`src/rtl/spi_reg_pkg.sv`:
```
// Shared types and constants for the SPI register transaction controller.
// Latency: n/a (declarations only).
// Backpressure: n/a (declarations only).
//
// Contents: FSM state enum, command-byte layout, default widths and status byte.
package spi_reg_pkg;

    localparam int             SPI_DATA_W      = 8;
    localparam int             SPI_ADDR_W      = 7;
    localparam int             CMD_RW_BIT      = 7;      // 1 = read, 0 = write
    localparam logic [7:0]     SPI_STATUS_BYTE = 8'hA5;

    typedef enum logic [2:0] {
        ST_IDLE     = 3'd0,
        ST_CMD      = 3'd1,
        ST_WR       = 3'd2,
        ST_RD_ISSUE = 3'd3,
        ST_RD_CAP   = 3'd4,
        ST_RD       = 3'd5
    } state_e;

endpackage

```
`src/rtl/spi_reg_ctrl.sv`:
```
// Byte-stream parser behind an SPI slave: command/address/data to a register-bank port.
// Latency: write strobe 1 cycle after the data byte; read cmd at T -> rd_en T+1 -> tx_data T+3.
// Backpressure: none; bytes arriving while a read fetch is in flight are dropped and flag proto_err.
//
// Ports:
//   clk, rst                    system clock, asynchronous active-high reset
//   cs_active                   frame open (synchronised chip select)
//   rx_valid, rx_data           received byte strobe and value
//   tx_data                     byte loaded by the SPI slave at the next byte boundary
//   reg_addr, reg_wr_en,
//   reg_wdata, reg_rd_en,
//   reg_rdata                   register-bank port, read data valid the cycle after reg_rd_en
//   txn_done                    1-cycle pulse when a frame carrying a command closes
//   proto_err                   sticky overrun flag, cleared only by rst
// Build option: define SPI_REG_AUTOINC_EN to advance reg_addr after every data byte;
// otherwise the address stays at the command address for the whole frame.
module spi_reg_ctrl
    import spi_reg_pkg::*;
#(
    parameter int                DATA_W      = SPI_DATA_W,
    parameter int                ADDR_W      = SPI_ADDR_W,
    parameter logic [DATA_W-1:0] STATUS_BYTE = SPI_STATUS_BYTE
) (
    input  logic              clk,
    input  logic              rst,
    input  logic              cs_active,
    input  logic              rx_valid,
    input  logic [DATA_W-1:0] rx_data,
    output logic [DATA_W-1:0] tx_data,
    output logic [ADDR_W-1:0] reg_addr,
    output logic              reg_wr_en,
    output logic [DATA_W-1:0] reg_wdata,
    output logic              reg_rd_en,
    input  logic [DATA_W-1:0] reg_rdata,
    output logic              txn_done,
    output logic              proto_err
);

    state_e              state_q, state_d;
    logic [ADDR_W-1:0]   addr_q, addr_d;
    logic [DATA_W-1:0]   wdata_q, wdata_d;
    logic [DATA_W-1:0]   tx_q, tx_d;
    logic                wr_en_q, wr_en_d;
    logic                done_q, done_d;
    logic                err_q, err_d;

    logic                rx_acc;    // byte accepted for processing
    logic                cs_drop;   // frame closing this cycle

    // A byte that coincides with chip-select falling is still processed, so
    // acceptance only depends on being inside a frame (any non-IDLE state).
    assign rx_acc  = rx_valid && (state_q != ST_IDLE);
    assign cs_drop = !cs_active && (state_q != ST_IDLE);

    // ---------------------------------------------------------------- state register
    always_ff @(posedge clk or posedge rst) begin
        if (rst) begin
            state_q <= ST_IDLE;
        end else begin
            state_q <= state_d;
        end
    end

    // ---------------------------------------------------------------- next-state logic
    always_comb begin
        state_d = state_q;
        case (state_q)
            ST_IDLE: begin
                if (cs_active) state_d = ST_CMD;
            end
            ST_CMD: begin
                if (rx_valid) state_d = rx_data[CMD_RW_BIT] ? ST_RD_ISSUE : ST_WR;
            end
            ST_WR: begin
                state_d = ST_WR;
            end
            ST_RD_ISSUE: begin
                state_d = ST_RD_CAP;
            end
            ST_RD_CAP: begin
                state_d = ST_RD;
            end
            ST_RD: begin
                // Each dummy byte triggers the prefetch of the next read byte.
                if (rx_valid) state_d = ST_RD_ISSUE;
            end
            default: begin
                state_d = ST_IDLE;
            end
        endcase
        if (cs_drop) state_d = ST_IDLE;
    end

    // ---------------------------------------------------------------- output logic
    // The read strobe is tied to the state so a reset removes it in the same cycle;
    // if the frame closes during RD_ISSUE the strobe still finishes its one cycle.
    always_comb begin
        reg_rd_en = (state_q == ST_RD_ISSUE);
    end

    // ---------------------------------------------------------------- datapath next-state
    always_comb begin
        addr_d  = addr_q;
        wdata_d = wdata_q;
        tx_d    = tx_q;
        wr_en_d = 1'b0;
        err_d   = err_q;
        done_d  = 1'b0;

        // Address: loaded from the command byte, optionally advanced per data byte.
        if (state_q == ST_CMD && rx_acc) begin
            addr_d = rx_data[ADDR_W-1:0];
        end
`ifdef SPI_REG_AUTOINC_EN
        // Writes advance once the strobe has gone out at the current address;
        // reads advance on the dummy byte so the prefetch targets the next register.
        // Natural overflow gives the mod 2**ADDR_W wrap.
        else if (wr_en_q) begin
            addr_d = addr_q + ADDR_W'(1);
        end else if (state_q == ST_RD && rx_acc) begin
            addr_d = addr_q + ADDR_W'(1);
        end
`else
        // Fixed-address mode: every data byte of the frame targets the command address.
        else begin
            addr_d = addr_q;
        end
`endif

        // Write data and strobe: strobe is registered so it lands one cycle after the byte.
        if (state_q == ST_WR && rx_acc) begin
            wdata_d = rx_data;
            wr_en_d = 1'b1;
        end

        // Transmit byte. A closing frame discards any pending capture.
        if (cs_drop) begin
            tx_d = STATUS_BYTE;
        end else if (state_q == ST_IDLE || state_q == ST_CMD) begin
            tx_d = STATUS_BYTE;
        end else if (state_q == ST_RD_CAP) begin
            tx_d = reg_rdata;
        end

        // Overrun: a byte arrived before the previous read fetch finished.
        if ((state_q == ST_RD_ISSUE || state_q == ST_RD_CAP) && rx_acc) begin
            err_d = 1'b1;
        end

        // A frame closing from CMD has not carried a command unless the command
        // byte arrives together with the chip-select fall.
        if (cs_drop && (state_q != ST_CMD || rx_valid)) begin
            done_d = 1'b1;
        end
    end

    // ---------------------------------------------------------------- datapath registers
    always_ff @(posedge clk or posedge rst) begin
        if (rst) begin
            addr_q  <= '0;
            wdata_q <= '0;
            tx_q    <= STATUS_BYTE;
            wr_en_q <= 1'b0;
            done_q  <= 1'b0;
            err_q   <= 1'b0;
        end else begin
            addr_q  <= addr_d;
            wdata_q <= wdata_d;
            tx_q    <= tx_d;
            wr_en_q <= wr_en_d;
            done_q  <= done_d;
            err_q   <= err_d;
        end
    end

    assign tx_data   = tx_q;
    assign reg_addr  = addr_q;
    assign reg_wr_en = wr_en_q;
    assign reg_wdata = wdata_q;
    assign txn_done  = done_q;
    assign proto_err = err_q;

endmodule
```
`config.mk`:
```
export PLATFORM = sky130hd
export DESIGN_NAME = spi_reg_ctrl
export DESIGN_NICKNAME = d
export VERILOG_FILES = /design/src/rtl/spi_reg_pkg.sv /design/src/rtl/spi_reg_ctrl.sv
export SDC_FILE = /design/constraint.sdc
export NUM_CORES = 1
export LEC_CHECK = 0
export ABC_AREA = 1
export BUFFER_PORTS_ARGS = -buffer_cell sky130_fd_sc_hd__buf_2
export CORE_MARGIN = 1
export CORE_UTILIZATION = 43
export DETAILED_ROUTE_END_ITERATION = 8
export GPL_TIMING_DRIVEN = 0
export PLACE_DENSITY = 0.73
export SYNTH_ARGS = -nofsm -noshare
export SYNTH_HDL_FRONTEND = slang
export SYNTH_SLANG_ARGS = --single-unit
```
`constraint.sdc`:
```
create_clock -name clk -period 1.32 [get_ports clk]
set_clock_uncertainty 0.2 [all_clocks]
set_input_delay 0.066 -clock clk [delete_from_list [all_inputs] [get_ports clk]]
set_output_delay 0.066 -clock clk [all_outputs]
set_load 0.01 [all_outputs]
```
Word level (Yosys, flattened, before mapping)
Index checks and enable logic that the tools add are counted.
Operators by class
  multiply operators: 0
  reduce and logical (&&, ||, !) cells: 14
  muxes and demuxes: 11
  add/subtract/negate cells: 0
  div/mod/pow operators: 0
  eq/ne operators: 9
  order comparisons: 0
  bitwise operators: 0
  shifts and indexed selects: 0
Operator list (number)
  8-bit two-way mux: 3
  3-bit case mux with 6 select lines: 1
  3-bit two-way mux: 4
  3-bit != test (second input constant): 3
  3-bit by 2-bit == test with 1-bit output (second input constant): 2
  3-bit == test (second input constant): 2
  1-bit logical AND: 6
  3-bit nonzero test: 2
  3-bit by 1-bit == test with 1-bit output (second input constant): 1
  3-bit logical NOT: 1
  1-bit logical OR: 3
  1-bit two-way mux: 3
  3-bit by 1-bit != test with 1-bit output (second input constant): 1
  3-bit AND reduction: 1
  1-bit logical NOT: 1
Word-level totals
  memories kept: 0
  input bits: 20
  word-level logic and storage cells: 41
  memory bits (read-only): 0
  bits in registers: 29
  bits in latches: 0
  memory bits (writable): 0
  output and inout port bits: 27

Depth between registers and ports, before layout
  depth after elaboration: 4
  mapped depth: 7

Worst setup path before layout
No wires, ideal clock.
  kind: reg2reg
  from: register state_q[1]
  to: register addr_q[0] (netlist: reg_addr[0])
  slack: -0.029 ns
  data required time: 1.003 ns
  clock period less this slack: 1.349 ns
  data arrival time: 1.032 ns
  stages on the path, launching flop included: 8
  cells stage by stage: dfrtp_1 -> inv_4 -> nand2_4 -> nor2_4 -> nand2_4 -> buf_12 -> nand2_2 -> o21ai_2
On the way
  longest elaborated chain between the ends: 3
  elaborated cells between the ends (all ways): 4
  classes of those cells: eq/ne: 1; reduce/logical: 3
Ends and longest elaborated chain
  start: declaration: line spi_reg_ctrl.sv:39  | state_e state_q, state_d;
  start signal: assignment: line spi_reg_ctrl.sv:60  | state_q <= state_d;
  3-bit nonzero test: line spi_reg_ctrl.sv:52  | assign rx_acc = rx_valid && (state_q != ST_IDLE);
  1-bit logical AND: line spi_reg_ctrl.sv:52
  1-bit logical AND (*): line spi_reg_ctrl.sv:111  | if (state_q == ST_CMD && rx_acc) begin
  end signal: assignment: line spi_reg_ctrl.sv:167  | addr_q <= addr_d;
  end: declaration: line spi_reg_ctrl.sv:40  | logic [ADDR_W-1:0] addr_q, addr_d;
Mark *: on every way between the ends. The rest lies on a longest branch, timed or not.
A chain may end at the register's enable or synchronous reset.

Worst setup path after layout
Same ends and word-level chain as after synthesis.

==> flow_metrics.py <==
metrics = {
    "setup_path": {
        "worstReg2RegStart": "state_q[1]$_DFFE_PP0P_",
        "slowest_delay_ns": 0.48,
        "reg2reg_slack_ns": -0.11,
        "cp_cell_sequence": "inv_4, nand2_4, nor2_4, nand2_4, buf_12, nand2_4, o21ai_2",
        "worstSetupPathType": "reg -> reg",
        "critical_path.most_common_cell": "nand2_4",
        "cp.arrival_ns": 1.45,
        "start_kind": "register",
        "cp.required_ns": 1.35,
        "cp_max_fo": 6,
        "endpoint_kind": "register",
        "slowest_stage": "dfrtp_2",
        "r2r-end": "reg_addr[0]$_DFFE_PP0P_",
        "reg2reg_depth": 7,
    },
    "sta": {
        "setup_slack_ns": -0.106,
        "rsz0062_at_grt": "true",
        "slew_viol_final": 0,
        "min_period_over_period": 1.08,
        "layout_min_cycle_time_ns": 1.43,
        "hold_violations": 25,
        "tightest_slew_ns": 1.05,
        "timing.hold.ws_ns": -0.231,
        "final.setup.tns_ns": -1.23,
        "setup_viol": 19,
        "max_clock_freq_mhz": 701,
        "slew_headroom": 0.301,
    },
    "yosys": {
        "syn_nets": 155,
        "ys_types": 21,
        "synth-seq-cells": 29,
        "synthAdderAreaFrac": 0,
        "yosys.area_share.simple": 0.255,
        "synth_area_mm2": 0.00131,
        "yosys.area.top_type_share": 0.479,
        "ys_seq_area_frac": 0.559,
        "synth_top_family_by_area": "simple AND/OR/NAND/NOR gates",
        "synth_area_leaders": "dfrtp_1, nand2_1, dfstp_2",
        "synth-compound-area-share": 0.0967,
        "avgSynthCellArea_um2": 9.68,
        "ys_warn_count": 0,
        "synth_xor_xnor_area_share": 0,
        "synth.largest_area_cell": "dfrtp_1",
        "yosys-mux-area-fraction": 0,
        "post_synth_inst_count": 135,
    },
    "clock_network": {
        "h-tree-depth": 2,
        "clock_latency_ns": 0.34,
        "cts-buffers-inserted": 5,
        "cts_root_buffer": "clkbuf_4",
        "cts_tree": "done",
        "clockBufferDepth": 2,
        "cts_hold_buf": 18,
        "cts_sinks": 29,
        "clk_pin_slew_ns": 0.10,
    },
    "place": {
        "portBuffers": 46,
        "dpl.hpwl_um": 1940,
        "gp_congestion": 0.897,
    },
    "detailed_routing": {
        "routed_via_density": 4.83,
        "initialDrtViolationCount": 20,
        "ant_nets": 0,
        "vias": 1223,
        "drc_errors": 2,
        "avgRoutedWirePerCell_um": 13.4,
        "drtPass1Iterations": 6,
        "drt_wl_total_um": 3380,
    },
    "power_and_ir_drop": {
        "power_density_mw_per_mm2": 1910,
        "fin_total_pwr_w": 0.00385,
        "vdd_ir_drop_max_mv": 1.21,
        "leakagePower_nw": 1.06,
    },
    "cells_and_area": {
        "drive_gt1_frac": 0.491,
        "nFillCells": 217,
        "antenna_cells": 0,
        "final_common_cell": "buf_2",
        "area_delta_synth_final_pct": 53.8,
        "multi_input_area_um2": 519,
        "final_cell_mix": "buf_2, nand2_1, dfrtp_1",
        "fin_nets": 241,
        "seqCellArea_um2": 734,
    },
    "die": {
        "die_h_um": 57.1,
        "core_area_mm2": 0.00281,
        "ios": 47,
        "fp-row-count": 19,
        "chipWidth_um": 57.1,
        "die-area_mm2": 0.00326,
        "initial_utilization": 0.466,
    },
    "global_route": {
        "grt_pass1_wl_um": 5310,
        "grt_pass1_vias": 1189,
        "grt_usage": 0.222,
        "antenna_found_initial": 0,
        "grt_overflow": 0,
        "grt_max_degree": 30,
    },
    "job": {
        "cap_viol_max_count": 0,
    },
    "worst_hold_path": {
        "hold_class": "in -> async",
    },
    "outcome": {
        "status": "complete, but fails checks",
        "failed_checks": "design-rule violations, negative hold slack, negative setup slack",
    },
}
[layer usage]
layer,GRT usage,vias up,share of wire
met5,0,-,0
met4,0.118,0,0.035
met3,0.0816,12,0.047
met2,0.350,37,0.49
met1,0.266,572,0.42
li1,-,602,-
[final cells by class]
| cell class | count | area share |
|---|---|---|
| clock inverter | 2 | 0.00498 |
| timing repair buffer | 79 | 0.271 |
| inverter | 22 | 0.0448 |
| tap | 31 | 0.0193 |
| multi-input combinational | 82 | 0.258 |
| buffer | 2 | 0.0156 |
| clock buffer | 6 | 0.0205 |
| sequential | 29 | 0.366 |
[per-stage QoR]
step | cell area, um2 | std cells | setup WS [ns] | util
5_1_grt | 2010 | 253 | -0.156 | 0.716
3_3_place_gp | 1580 | 212 | -0.0811 | 0.562
4_1_cts | 1890 | 248 | -0.0849 | 0.675
2_1_floorplan | 1310 | 135 | -0.00790 | -
6_report | 2010 | 253 | -0.106 | 0.716
3_5_place_dp | 1580 | 212 | -0.0903 | 0.562
[power breakdown]
part	internal (W)	total [W]	switching, W
Clock	0.000202	0.000514	0.000312
Combinational	0.000886	0.00191	0.00103
Sequential	0.00119	0.00142	0.000223
[kinds of logic after synthesis]
logic type             after synthesis
DFF                                 29
and+or+nand+nor                     62
AOI/OAI and AO/OA                   20
buffers and inverters               24
[how the worst max path moves through the flow]
| stage | startpoint | end | slack, ns |
|---|---|---|---|
| finish | state_q[1]$_DFFE_PP0P_ | reg_addr[0]$_DFFE_PP0P_ | -0.11 |
| global placement | state_q[2]$_DFFE_PP0P_ | state_q[0]$_DFFE_PP0P_ | -0.08 |
| detailed placement | state_q[0]$_DFFE_PP0P_ | reg_wdata[1]$_DFFE_PP0P_ | -0.09 |
| global route | state_q[2]$_DFFE_PP0P_ | reg_rd_en | -0.16 |
| CTS | state_q[2]$_DFFE_PP0P_ | reg_rd_en | -0.08 |
| floorplan | state_q[1]$_DFFE_PP0P_ | reg_addr[0]$_DFFE_PP0P_ | -0.008 |
[state kept, by name, summed over array words and instances (netlist names)]
signal     count
state_q        3
reg_wr_en      1
reg_wdata      8
txn_done       1
proto_err      1
tx_data        8
reg_addr       7
[synth_stat cells]
cell type,count
dfstp_2,4
nand2_2,4
nand3_4,1
o21ai_1,10
inv_1,19
nor2_4,3
nand3_1,10
inv_4,1
nand2_4,2
nand3_2,1
o21ai_2,7
nand2_1,31
buf_6,1
buf_12,1
dfrtp_1,25
nand4_4,1
a21oi_1,2
nor2_1,7
nor3_1,2
inv_2,2
o21ai_0,1
[timing repair]
action	CTS	global route
resized for setup	5	16
cloned	0	1
buffers inserted	10	4
endpoints found under the hold margin	53	25
pin swaps	3	5
setup endpoints to repair	22	27
[worst max-delay path, delay by kind of cell, from the launching register on]
family	cells	cell delay, ns
compound gates	1	0.05
flops	1	0.48
simple gates	4	0.34
buf+inv	2	0.25
No activity file was read; power rests on OpenSTA's default activity.
